===== config.mk =====
export PLATFORM = sky130hd
export DESIGN_NAME = decomp_fetch_queue
export DESIGN_NICKNAME = d
export VERILOG_FILES = /design/src/rtl/decomp_fetch_queue.sv
export SDC_FILE = /design/constraint.sdc
export NUM_CORES = 1
export LEC_CHECK = 0
export CAP_MARGIN = 15
export CORE_UTILIZATION = 34
export CTS_BUF_LIST = sky130_fd_sc_hd__clkbuf_16
export CTS_CLUSTER_DIAMETER = 30
export DETAILED_ROUTE_END_ITERATION = 8
export GPL_TIMING_DRIVEN = 0
export SETUP_SLACK_MARGIN = 0.1
export SLEW_MARGIN = 0
export SYNTH_ARGS = -nofsm -noshare
export SYNTH_HDL_FRONTEND = slang
export SYNTH_SLANG_ARGS = --single-unit

===== constraint.sdc =====
create_clock -name clk -period 4.2 [get_ports clk]
set_input_delay 1.26 -clock clk [delete_from_list [all_inputs] [get_ports clk]]
set_output_delay 1.26 -clock clk [all_outputs]
set_load 0.1 [all_outputs]

===== src/rtl/decomp_fetch_queue.sv =====
`default_nettype none
// +--------------------------------------------------------------------------+
// | decomp_fetch_queue: in-order instruction prefetch queue that feeds the    |
// | decompressor and drops in-flight responses after a branch.                |
// | Optional FETCHQ_BYPASS_EN: forward a response straight to the head when   |
// | the queue is empty.                                                       |
// | Revision: 1.0                                                             |
// +--------------------------------------------------------------------------+
module decomp_fetch_queue #(
  parameter int unsigned DEPTH    = 4,
  parameter int unsigned MAX_OUT  = 2,
  parameter logic [31:0] RESET_PC = 32'h0000_0000
) (
  input  logic        clk,
  input  logic        reset,
  output logic        mem_req,
  output logic [31:0] mem_addr,
  input  logic        mem_gnt,
  input  logic        mem_rvalid,
  input  logic [31:0] mem_rdata,
  input  logic        branch,
  input  logic [31:0] branch_target,
  input  logic        pop,
  output logic        instr_valid,
  output logic [31:0] instr,
  output logic [31:0] instr_pc,
  output logic        encode
);

  localparam int unsigned c_AW = $clog2(DEPTH);
  localparam int unsigned c_CW = $clog2(DEPTH + 1);
  localparam int unsigned c_OW = $clog2(MAX_OUT + 1);

  logic [31:0]     r_fetchPc;
  logic [31:0]     r_qData [DEPTH];
  logic [31:0]     r_qPc   [DEPTH];
  logic [31:0]     r_tagPc [DEPTH];
  logic [c_AW-1:0] r_head;
  logic [c_AW-1:0] r_tail;
  logic [c_AW-1:0] r_tagWr;
  logic [c_AW-1:0] r_tagRd;
  logic [c_CW-1:0] r_count;
  logic [c_OW-1:0] r_outstanding;
  logic [c_OW-1:0] r_drop;

  logic        w_qEmpty;
  logic        w_memReq;
  logic        w_grant;
  logic        w_respOk;
  logic        w_bypass;
  logic        w_push;
  logic        w_qPop;
  logic        w_headValid;
  logic [31:0] w_respPc;
  logic [31:0] w_instr;
  logic [31:0] w_instrPc;

  assign w_qEmpty = (r_count == '0);
  // Outstanding requests reserve queue slots, so a full queue can never overflow.
  assign w_memReq = reset && !branch && (r_outstanding < c_OW'(MAX_OUT)) &&
                    ((32'(r_count) + 32'(r_outstanding)) < DEPTH);
  assign w_grant  = w_memReq && mem_gnt;
  assign w_respOk = mem_rvalid && !branch && (r_drop == '0);
  assign w_respPc = r_tagPc[r_tagRd];

`ifdef FETCHQ_BYPASS_EN
  assign w_bypass = w_qEmpty && w_respOk;
`else
  assign w_bypass = 1'b0;
`endif

  assign w_headValid = !w_qEmpty || w_bypass;
  assign w_push      = w_respOk && !(w_bypass && pop);
  assign w_qPop      = pop && !branch && !w_qEmpty;

  always_comb begin
    w_instr   = '0;
    w_instrPc = '0;
    if (w_bypass) begin
      w_instr   = mem_rdata;
      w_instrPc = w_respPc;
    end else if (!w_qEmpty) begin
      w_instr   = r_qData[r_head];
      w_instrPc = r_qPc[r_head];
    end
  end

  assign mem_req     = w_memReq;
  assign mem_addr    = r_fetchPc;
  assign instr_valid = w_headValid;
  assign instr       = w_instr;
  assign instr_pc    = w_instrPc;
  assign encode      = w_headValid && (w_instr[1:0] != 2'b11);

  always_ff @(posedge clk or negedge reset) begin
    if (!reset) begin
      r_fetchPc     <= RESET_PC;
      r_head        <= '0;
      r_tail        <= '0;
      r_tagWr       <= '0;
      r_tagRd       <= '0;
      r_count       <= '0;
      r_outstanding <= '0;
      r_drop        <= '0;
    end else begin
      if (branch) begin
        r_fetchPc <= {branch_target[31:2], 2'b00};
        r_head    <= '0;
        r_tail    <= '0;
        r_count   <= '0;
        // Everything still in flight belongs to the old path.
        r_drop    <= r_outstanding - c_OW'(mem_rvalid);
      end else begin
        if (w_grant) r_fetchPc <= r_fetchPc + 32'd4;
        if (w_push)  r_tail    <= r_tail + 1'b1;
        if (w_qPop)  r_head    <= r_head + 1'b1;
        r_count <= r_count + c_CW'(w_push) - c_CW'(w_qPop);
        if (mem_rvalid && (r_drop != '0)) r_drop <= r_drop - 1'b1;
      end
      r_outstanding <= r_outstanding + c_OW'(w_grant) - c_OW'(mem_rvalid);
      if (w_grant)    r_tagWr <= r_tagWr + 1'b1;
      if (mem_rvalid) r_tagRd <= r_tagRd + 1'b1;
    end
  end

  // Storage arrays need no reset; validity is tracked by the pointers above.
  always_ff @(posedge clk) begin
    if (w_push) begin
      r_qData[r_tail] <= mem_rdata;
      r_qPc[r_tail]   <= w_respPc;
    end
    if (w_grant) r_tagPc[r_tagWr] <= r_fetchPc;
  end

endmodule
`default_nettype wire

==> impl_metrics.toml <==
[sta]
max_slew_margin = 0.336
rsz0062_at_grt = "false"
worst_slew_pin_slew_ns = 0.993
min_period_ns = 3.93
fin_ws_ns = 0.271
clock.fmax_mhz = 255
hold_ws_ns = 0.539
finalClockSkew_ns = 0.0263
hold_viol_final = 0
finalCritPeriodShare = 0.935
setup_tns_ns = 0
setup_viol = 0
drv_slew = 0

[setup_path]
start_kind = "input port"
rr_worst_depth = 12
r2r_slack_ns = 1.32
crit_fanout = 2
crit_type = "in2out"
cp.required_ns = 2.94
crit_buf_inv = 2
end_kind = "primary output"
r2r-end = "r_count[2]"
cp.arrival_ns = 2.67
cp_slowest_cell = "clkdlybuf4s50_1"
reg2reg_from = "r_count[1]"
crit_family = "buffers and inverters"
path_cells = "clkdlybuf4s50_1, nor4_1, and3_1, buf_2"
slowest_delay_ns = 0.46

[floorplanning]
initial_utilization = 0.345
dieWidth_um = 222
die-area_um2 = 49300
ios = 169
fp.dieH_um = 222
rows = 80
core_region_area_um2 = 47700

[power_and_ir_drop]
pwr-share-seq = 0.289
p_sw_frac = 0.351
powerDensity_nw_per_um2 = 805
power.leakage_nw = 7.76
p_total_mw = 17.9
switchingPower_mw = 6.27
p_int_mw = 11.6
pwr-share-clk = 0.425
share_comb_of_total_power = 0.286
ir_drop_uv = 353

[finish]
multi_input_area_um2 = 4040
final_area_um2 = 22200
final_util = 0.465
fillers = 4057
syn2layout_area_growth_pct = 34.8
final_nets = 1221
regArea_um2 = 12200
drive_gt1_frac = 0.297
final_cells = 1825
diodes = 0

[detailed_routing]
dr_total_vias = 9050
wl_per_cell_um = 20.2
ant_nets = 0
drt_first_pass_iters = 5
drtIter0Drc = 629
drc = 0
wl_mm = 36.9
viasPerCell = 4.96

[synthesis]
syn_area_um2 = 16500
synthFlopType = "edfxtp_1"
yosysTopAreaCellShare = 0.671
yosys_warnings = 0
netlist_instances = 872
async_flop_share = 0.109
avgSynthCellArea_um2 = 18.9
ys_types = 52
synth-edff-count = 368
ys_ff_latch = 413
ys_seq_area_frac = 0.739
synth.area.top_cells = "edfxtp_1, mux4_2, dfrtp_1, and2_1, ha_1"
synth_top_cell_by_area = "edfxtp_1"

[placed_design]
port-buffer-count = 162
place.gp.congestion = 0.845
dp.cells = 1657
dpl-instance-area_um2 = 19000
dpl_worst_slack_ns = -0.562
dp_hpwl_mm = 22.6

[worst_hold_path]
whs_endpoint = "r_outstanding[0]"
worstHoldStart = "r_outstanding[0]"
hold_class = "reg2reg"
holdPathStages = 1

[clock_tree]
clk_transition_reported_paths_ns = 0.04
clockBufferDepth = 3
ctsHoldBuffers = 0
cts_made_buffers = 93
cts_num_sinks = 413
tritoncts = "built"
insertion_delay_ns = 0.61
clockRootBuffer = "clkbuf_16"
htreeDepth = 3

[global_route]
overflow = 0
grt_usage = 0.154
grt_pass1_wl_mm = 57.3
grt_pass1_vias = 9860
grt_max_degree = 50
antenna_found_initial = 0

[status]
status = "completed"

[run]
drv_cap = 0
power by group through the flow:
stage	Sequential (mW)	Combinational [mW]	Clock (mW)
after floorplan	5.39	3.81	0
after global placement	5.20	5.37	0
after detailed placement	5.20	5.43	0
after CTS	5.17	5.23	7.73
after global routing	5.19	5.40	7.95
final	5.16	5.12	7.60
placed cells by master (no fill, tap or decap), types with 22 or more instances in the layout:
master	instances
and2_1	65
nand2_1	52
nand3_1	22
dfrtp_1	44
clkdlybuf4s50_1	96
edfxtp_1	368
clkbuf_16	96
buf_2	48
mux4_2	92
worst max-delay path by stage:
stage                     startpoint      endpoint  slack, ns  depth (start not counted)
final                         branch       mem_req       0.27                          4
after global routing      r_count[1]  instr_pc[25]       0.11                          5
after CTS                 r_count[1]  instr_pc[25]       0.01                          5
after detailed placement      branch    r_count[2]      -0.56                         13
after global placement         reset       mem_req      -2.04                          3
after floorplan            r_head[0]        encode       0.29                          3
area by class of cell:
type | instances | area share
flip-flops and latches | 413 | 0.549
clock buffers | 96 | 0.108
inverters | 17 | 0.00287
multi-input cells | 400 | 0.182
repair buffers | 167 | 0.0701
clock inverters | 75 | 0.0434
well taps | 615 | 0.0347
plain buffers | 42 | 0.0103
what timing repair did:
item / in CTS / in global routing
buffers inserted: 0 / 0
resized for setup: 268 / 23
endpoints found under the setup margin: 66 / 21
hold endpoints to repair: 0 / 0
gates cloned: 0 / 0
routing by layer:
| layer | GRT usage | part of all wire | vias to the layer above |
|---|---|---|---|
| met5 | 0 | 0 | - |
| met2 | 0.242 | 0.47 | 303 |
| li1 | - | - | 4038 |
| met3 | 0.0428 | 0.054 | 82 |
| met4 | 0.0609 | 0.028 | 0 |
| met1 | 0.201 | 0.45 | 4627 |
cells in the mapped netlist (all sizes together), types with 9 or more instances:
| cell type | instances |
|---|---|
| and2 | 73 |
| and3 | 9 |
| buf | 20 |
| clkbuf | 25 |
| dfrtp | 45 |
| edfxtp | 368 |
| ha | 16 |
| inv | 17 |
| mux4 | 92 |
| nand2 | 52 |
| nand3 | 22 |
| nor2 | 20 |
| o211ai | 14 |
| o21ai | 16 |
| o311ai | 11 |
sequential cells by signal, indices dropped and copies added (netlist names):
register       cells
r_qPc            120
mem_addr          30
r_tagRd            2
r_drop             2
r_qData          128
r_tagWr            2
r_head             2
r_count            3
r_tail             2
r_tagPc          120
r_outstanding      2
logic make-up (layout without fill, tap and decap cells):
kind of cell / count (synthesis) / count (layout) / share of synthesized area
compound gates: 63 / 63 / 0.0267
buf+inv: 62 / 397 / 0.0172
fa+ha+maj: 17 / 17 / 0.0134
flops: 413 / 413 / 0.739
simple gates: 210 / 210 / 0.0697
other cells: 1 / 4 / 0.000228
xor+xnor: 12 / 12 / 0.00638
mux: 94 / 94 / 0.127
Power figures use the tool's default switching activity.
==> RTL change 1: new RTL, config.mk and constraints unchanged <==
The parameter `MAX_OUT` goes from 2 to 4.
--- a/src/rtl/decomp_fetch_queue.sv
+++ b/src/rtl/decomp_fetch_queue.sv
@@ -8,7 +8,7 @@
 // +--------------------------------------------------------------------------+
 module decomp_fetch_queue #(
   parameter int unsigned DEPTH    = 4,
-  parameter int unsigned MAX_OUT  = 2,
+  parameter int unsigned MAX_OUT  = 4,
   parameter logic [31:0] RESET_PC = 32'h0000_0000
 ) (
   input  logic        clk,
Formal check against the unedited RTL: not equivalent (Yosys sat finds a counterexample within 4 cycles, from zero or initial values and one cycle with reset low).
==> RTL change 1 against the unedited design <==
Global-route usage up 0.32 points. Critical endpoint unchanged. Area after synthesis grew 1.1%. Via count is 0.84% higher. Sequential cell count grew 2. Setup slack worse by 0.017 ns. Wire length grew 3.3%. Largest power group unchanged. Power grew 1.7%. Cell area decreased by 0.28%.
==> RTL change 1: results (changes against the unedited design) <==
Place
  • # placed instances: 1670 (+0.78%)
  • I/O Buffers: 161 (-0.62%)
  • Placed inst area: 0.01919 mm² (+0.92%)
  • Placer Congestion: 0.8320 (-1.5%)
  • Dpl ws: -0.5987 ns (-0.03623 ns)

Pwr
  • Max VDD drop: 0.3732 mV (+5.7%)
  • P_leak: 7.762 nW (about the same)
  • Combinational cell power: 5.90 mW (+15%)
  • Sw Pwr: 6.924 mW (+10%)
  • Switching Share: 0.3809 (+0.03002)
  • Flop pwr share: 0.286 (-0.003)

Yosys
  • Async set or reset register ratio after synthesis: 0.1133 (+0.004294)
  • Syn Inst Count: 886 (+1.6%)
  • Seq/Total Area, Yosys: 0.7341 (-0.005215)
  • Compound-Gate Fraction of Synth Area: 0.02532 (-0.001348)
  • Top post-synthesis cells by count: edfxtp_1 (368), mux4_2 (92), and2_1 (70)
  • Post-synthesis xor/xnor area fraction: 0.007362 (+0.0009808)
  • Most area-consuming cells after synthesis: edfxtp_1 (66%), mux4_2 (12%), dfrtp_1 (7.1%), and2_1 (2.6%), ha_1 (1.4%)
  • Synthesized-area fraction occupied by adder cells: 0.01668 (+0.003307)
  • Netlist cell types: 49 (-5.8%)
  • Mux cell area share after synthesis: 0.1274 (+0.0003147)
  • Ys flop type: edfxtp_1

Hold path
  • End of the worst hold path: r_drop[1]
  • Hold Path Stages: 2 (+1)
  • Worst min-delay path class: flip-flop to flip-flop

Drt
  • Via Count: 9126 (+0.84%)
  • Routed length per instance: 20.73 µm (+2.6%)
  • Initial DRC Count: 523 (-17%)
  • Metal2 WL: 17790 µm (+2.7%)
  • DR vias/cell: 4.965 (+0.13%)
  • First-pass iteration count of the detailed router: 4 (-1)
  • Met3 WL: 2089 µm (+4.8%)
  • Routed length on met1: 17360 µm (+5.1%)

GRT
  • Global-route wire length before repair: 58400 µm (+2.0%)
  • Pin count of the biggest net entering global routing: 49 (-2.0%)
  • Met3 global-route usage: 0.03714 (-0.005665)
  • M2 GR Usage: 0.2505 (+0.008215)
  • Vias in the first global route: 9759 (-1.0%)
  • Grt met1 use: 0.2112 (+0.01015)
  • GRT Util Overall: 0.1569 (+0.003207)

Worst setup path
  • CP peak stage delay: 0.33 ns (-0.13 ns)
  • CP max FO: 35 (+33)
  • CP startpoint: reset
  • CP max stage cell: buf_2
  • FF-to-FF End: r_outstanding[2]
  • Crit path DAT: 2.69 ns (+0.02 ns)
  • Flop-to-flop setup slack: 0.99 ns (-0.33 ns)

Final layout
  • Share of cells above drive strength 1: 0.2895 (-0.007242)
  • Final net count: 1239 (+1.5%)
  • Fill cells: 4124 (+1.7%)

Timing
  • Hold_ws: 0.5648 ns (+0.02583 ns)
  • Clock Skew: 0.01479 ns (-0.01154 ns)
  • Tmin final: 3.946 ns (+0.01750 ns)

Run status
  • Status: completed

Clocking
  • Post_cts resized: 264 (-1.5%)
[RTL change 1: cell count changes after synthesis, sizes merged, moves of 3 or more]
| cell | before | now |
|---|---|---|
| nand2 | 52 | 43 |
| or3 | 1 | 7 |
| mux2i | 1 | 5 |
| a31oi | 2 | 6 |
| o211ai | 14 | 5 |
| a221o | 2 | 6 |
| and2 | 73 | 70 |
| and3 | 9 | 5 |
| inv | 17 | 20 |
| ha | 16 | 19 |
| a22oi | 0 | 3 |
| nand4 | 7 | 11 |
[RTL change 1: cell type report]
type	count	area, µm²	area share
repair buffers	166	1543	0.06968
well taps	615	769.5	0.03475
flip-flops and latches	415	12230	0.5523
plain buffers	46	250.2	0.01130
clock buffers	93	2327	0.1051
clock inverters	77	800.8	0.03617
inverters	20	75.07	0.003391
multi-input cells	406	4146	0.1873
[RTL change 1: critical path: cells and delay by family]
kind / cells / cell delay, ns
buffers and inverters: 3 / 0.94
and+or+nand+nor: 2 / 0.45
==> RTL change 2: new RTL, config.mk and constraints unchanged <==
Without the edit above. Add an input register stage for `branch_target`, cleared by the reset; this delays it by one clock. The other inputs are not delayed to match.
--- a/src/rtl/decomp_fetch_queue.sv
+++ b/src/rtl/decomp_fetch_queue.sv
@@ -30,6 +30,16 @@
   localparam int unsigned c_AW = $clog2(DEPTH);
   localparam int unsigned c_CW = $clog2(DEPTH + 1);
   localparam int unsigned c_OW = $clog2(MAX_OUT + 1);
+
+  logic [31:0] branch_target_q;
+
+  always_ff @(posedge clk or negedge reset) begin
+    if (!reset) begin
+      branch_target_q <= '0;
+    end else begin
+      branch_target_q <= branch_target;
+    end
+  end
 
   logic [31:0]     r_fetchPc;
   logic [31:0]     r_qData [DEPTH];
@@ -104,7 +114,7 @@
       r_drop        <= '0;
     end else begin
       if (branch) begin
-        r_fetchPc <= {branch_target[31:2], 2'b00};
+        r_fetchPc <= {branch_target_q[31:2], 2'b00};
         r_head    <= '0;
         r_tail    <= '0;
         r_count   <= '0;
Formal check against the unedited RTL: not equivalent (a bounded check fails within 4 cycles, from zero or initial values and one cycle with reset low).
==> RTL change 2 against the unedited design <==
Cell area grew 4.5%. Die area grew 4.0%. Sequential cell count grew 30. Wire length grew 3.9%. Final cell count grew 4.7%. Non-clock buffer count grew 1. Sequential power grew 6.0%. Area after synthesis grew 4.0%. Setup slack lost 0.12 ns. Power grew 3.8%. Largest cell class unchanged. Largest power group unchanged. Highest routed layer unchanged.
==> RTL change 2: results (changes against the unedited design) <==
Final layout
  • Largest registers: r_qData x128, r_qPc x120, r_tagPc x120
  • Final net count: 1250 (+2.4%)
  • Fill cells: 4155 (+2.4%)
  • Share of cells above drive strength 1: 0.2959 (-0.0007840)
  • Antenna cells: 0 (unchanged)
  • Commonest non-fill, non-tap cell in the layout: edfxtp_1

Place
  • Dpl ws: -0.7604 ns (-0.1980 ns)
  • Placer Congestion: 0.8282 (-2.0%)
  • I/O Buffers: 162 (unchanged)
  • Hpwl dp: 23480 µm (+3.8%)

Yosys
  • Most area-consuming cells after synthesis: edfxtp_1 (64%), mux4_2 (12%), dfrtp_1 (11%), and2_1 (2.7%), ha_1 (1.2%)
  • Ys flop type: edfxtp_1
  • Async set or reset register ratio after synthesis: 0.1693 (+0.06034)
  • Netlist cell types: 48 (-7.7%)
  • Seq/Total Area, Yosys: 0.7545 (+0.01515)
  • Top post-synthesis cells by count: edfxtp_1 (368), mux4_2 (92), dfrtp_1 (75)
  • Post-synth EDFFs: 368 (unchanged)
  • Yosys warning total: 0 (unchanged)
  • Area share of the largest cell type after synthesis: 0.6450 (-0.02602)

Pwr
  • P_leak: 8.156 nW (+5.0%)
  • Max VDD drop: 0.4178 mV (+18%)

Drt
  • Routed length per instance: 20.05 µm (-0.74%)
  • First-pass iteration count of the detailed router: 5 (unchanged)
  • DR vias/cell: 4.832 (-2.6%)
  • Initial DRC Count: 639 (+1.6%)

Clocking
  • CTS root buffer: clkbuf_16
  • Post-CTS Setup Repair Bufs: 0 (unchanged)
  • Clk_lat worst skew: 0.63 ns (+0.02 ns)
  • Num CTS Buffers: 99 (+6.5%)
  • Clock transition at path regs: 0.04 ns (about the same)
  • Max clock buf depth: 3 (unchanged)
  • CTS H-Tree Depth: 3 (unchanged)

GRT
  • Number of antenna violations at the first check in global routing: 0 (unchanged)
  • GRT Util Overall: 0.1546 (+0.0008484)
  • Pin count of the biggest net entering global routing: 53 (+6.0%)
  • Vias in the first global route: 9985 (+1.3%)
  • Global-route wire length before repair: 58770 µm (+2.7%)

Hold path
  • Worst min-delay path class: flip-flop to flip-flop

Worst setup path
  • CP max FO: 3 (+1)
  • Crit path DAT: 2.79 ns (+0.12 ns)

Timing
  • Final setup fails: 0 (unchanged)
  • Clock Skew: 0.02735 ns (+0.001019 ns)
  • Worst-Margin Slew: 1.084 ns (+0.09037 ns)
  • Setup TNS: 0 ns (unchanged)

Run status
  • Status: completed
==> RTL change 2: changes by cell type after synthesis, sizes merged, moves of 5 or more <==
cell	change
dfrtp	+30
nand2	-12
nand3	+7
o211ai	-7
o21ai	+5
or4	-5
==> RTL change 2: repair_timing <==
action                                  CTS  global route
cloned                                    1             0
resized for setup                       306            16
endpoints found under the setup margin  155            82
==> RTL change 2: layout make-up <==
class,instances,area (µm²),share of cell area
repair buffers,168,1658,0.07146
inverters,19,71.32,0.003074
multi-input cells,390,3983,0.1717
clock buffers,99,2477,0.1068
well taps,664,830.8,0.03581
clock inverters,86,1037,0.04471
plain buffers,42,211.5,0.009114
flip-flops and latches,443,12930,0.5574
==> RTL change 2: kinds of logic after synthesis <==
logic type,synth area share
DFF,0.7545
adders and majority gates,0.01285
buffers and inverters,0.01519
and+or+nand+nor,0.06331
other,0.0002189
xor gates and xnor gates,0.006134
muxes,0.1215
AOI/OAI and AO/OA,0.02629
==> RTL change 2: critical path, stage by stage <==
cell and delay [ns]:
clkdlybuf4s50_1 0.47, or4b_4 0.59, nor3_2 0.21, buf_6 0.25
==> RTL change 2: report_power, final <==
part           leakage (nW)  internal, mW  switching (mW)
combinational          2.21          1.41            3.77
sequential             4.22          5.25           0.223
clock                  1.73          5.42            2.48
total                  8.16          12.1            6.48
==> RTL change 2: path summary, 6_finish.rpt <==
check / from / end / cells after the start / slack (ns)
worst max-delay path: branch / mem_req / 4 / 0.15
worst min-delay path: branch_target_q[3] / mem_addr[3] / 2 / 0.45
worst max register to register: r_count[1] / r_outstanding[1] / 10 / 0.77
worst min register to register: branch_target_q[3] / mem_addr[3] / 2 / 0.45
max in group asynchronous: reset / branch_target_q[17] / 2 / 3.18
min in group asynchronous: reset / mem_addr[19] / 1 / 0.47
==> RTL change 2: per-stage QoR <==
stage	area, µm²	hold slack (ns)	cells	utilization
after global placement	19600	0.4483	1722	0.3972
after floorplan	17150	0.4217	896	-
after CTS	23170	0.4378	1911	0.4694
after global routing	23200	0.4467	1911	0.4701
after detailed placement	19750	0.4495	1727	0.4002
final	23200	0.4536	1911	0.4701
==> RTL change 2: per-layer routing <==
metal,share of wire,global-route usage,wire [µm]
met3,0.062,0.03965,2360
met4,0.023,0.05950,868
met5,0,0,0
met1,0.43,0.1978,16490
met2,0.49,0.2520,18590
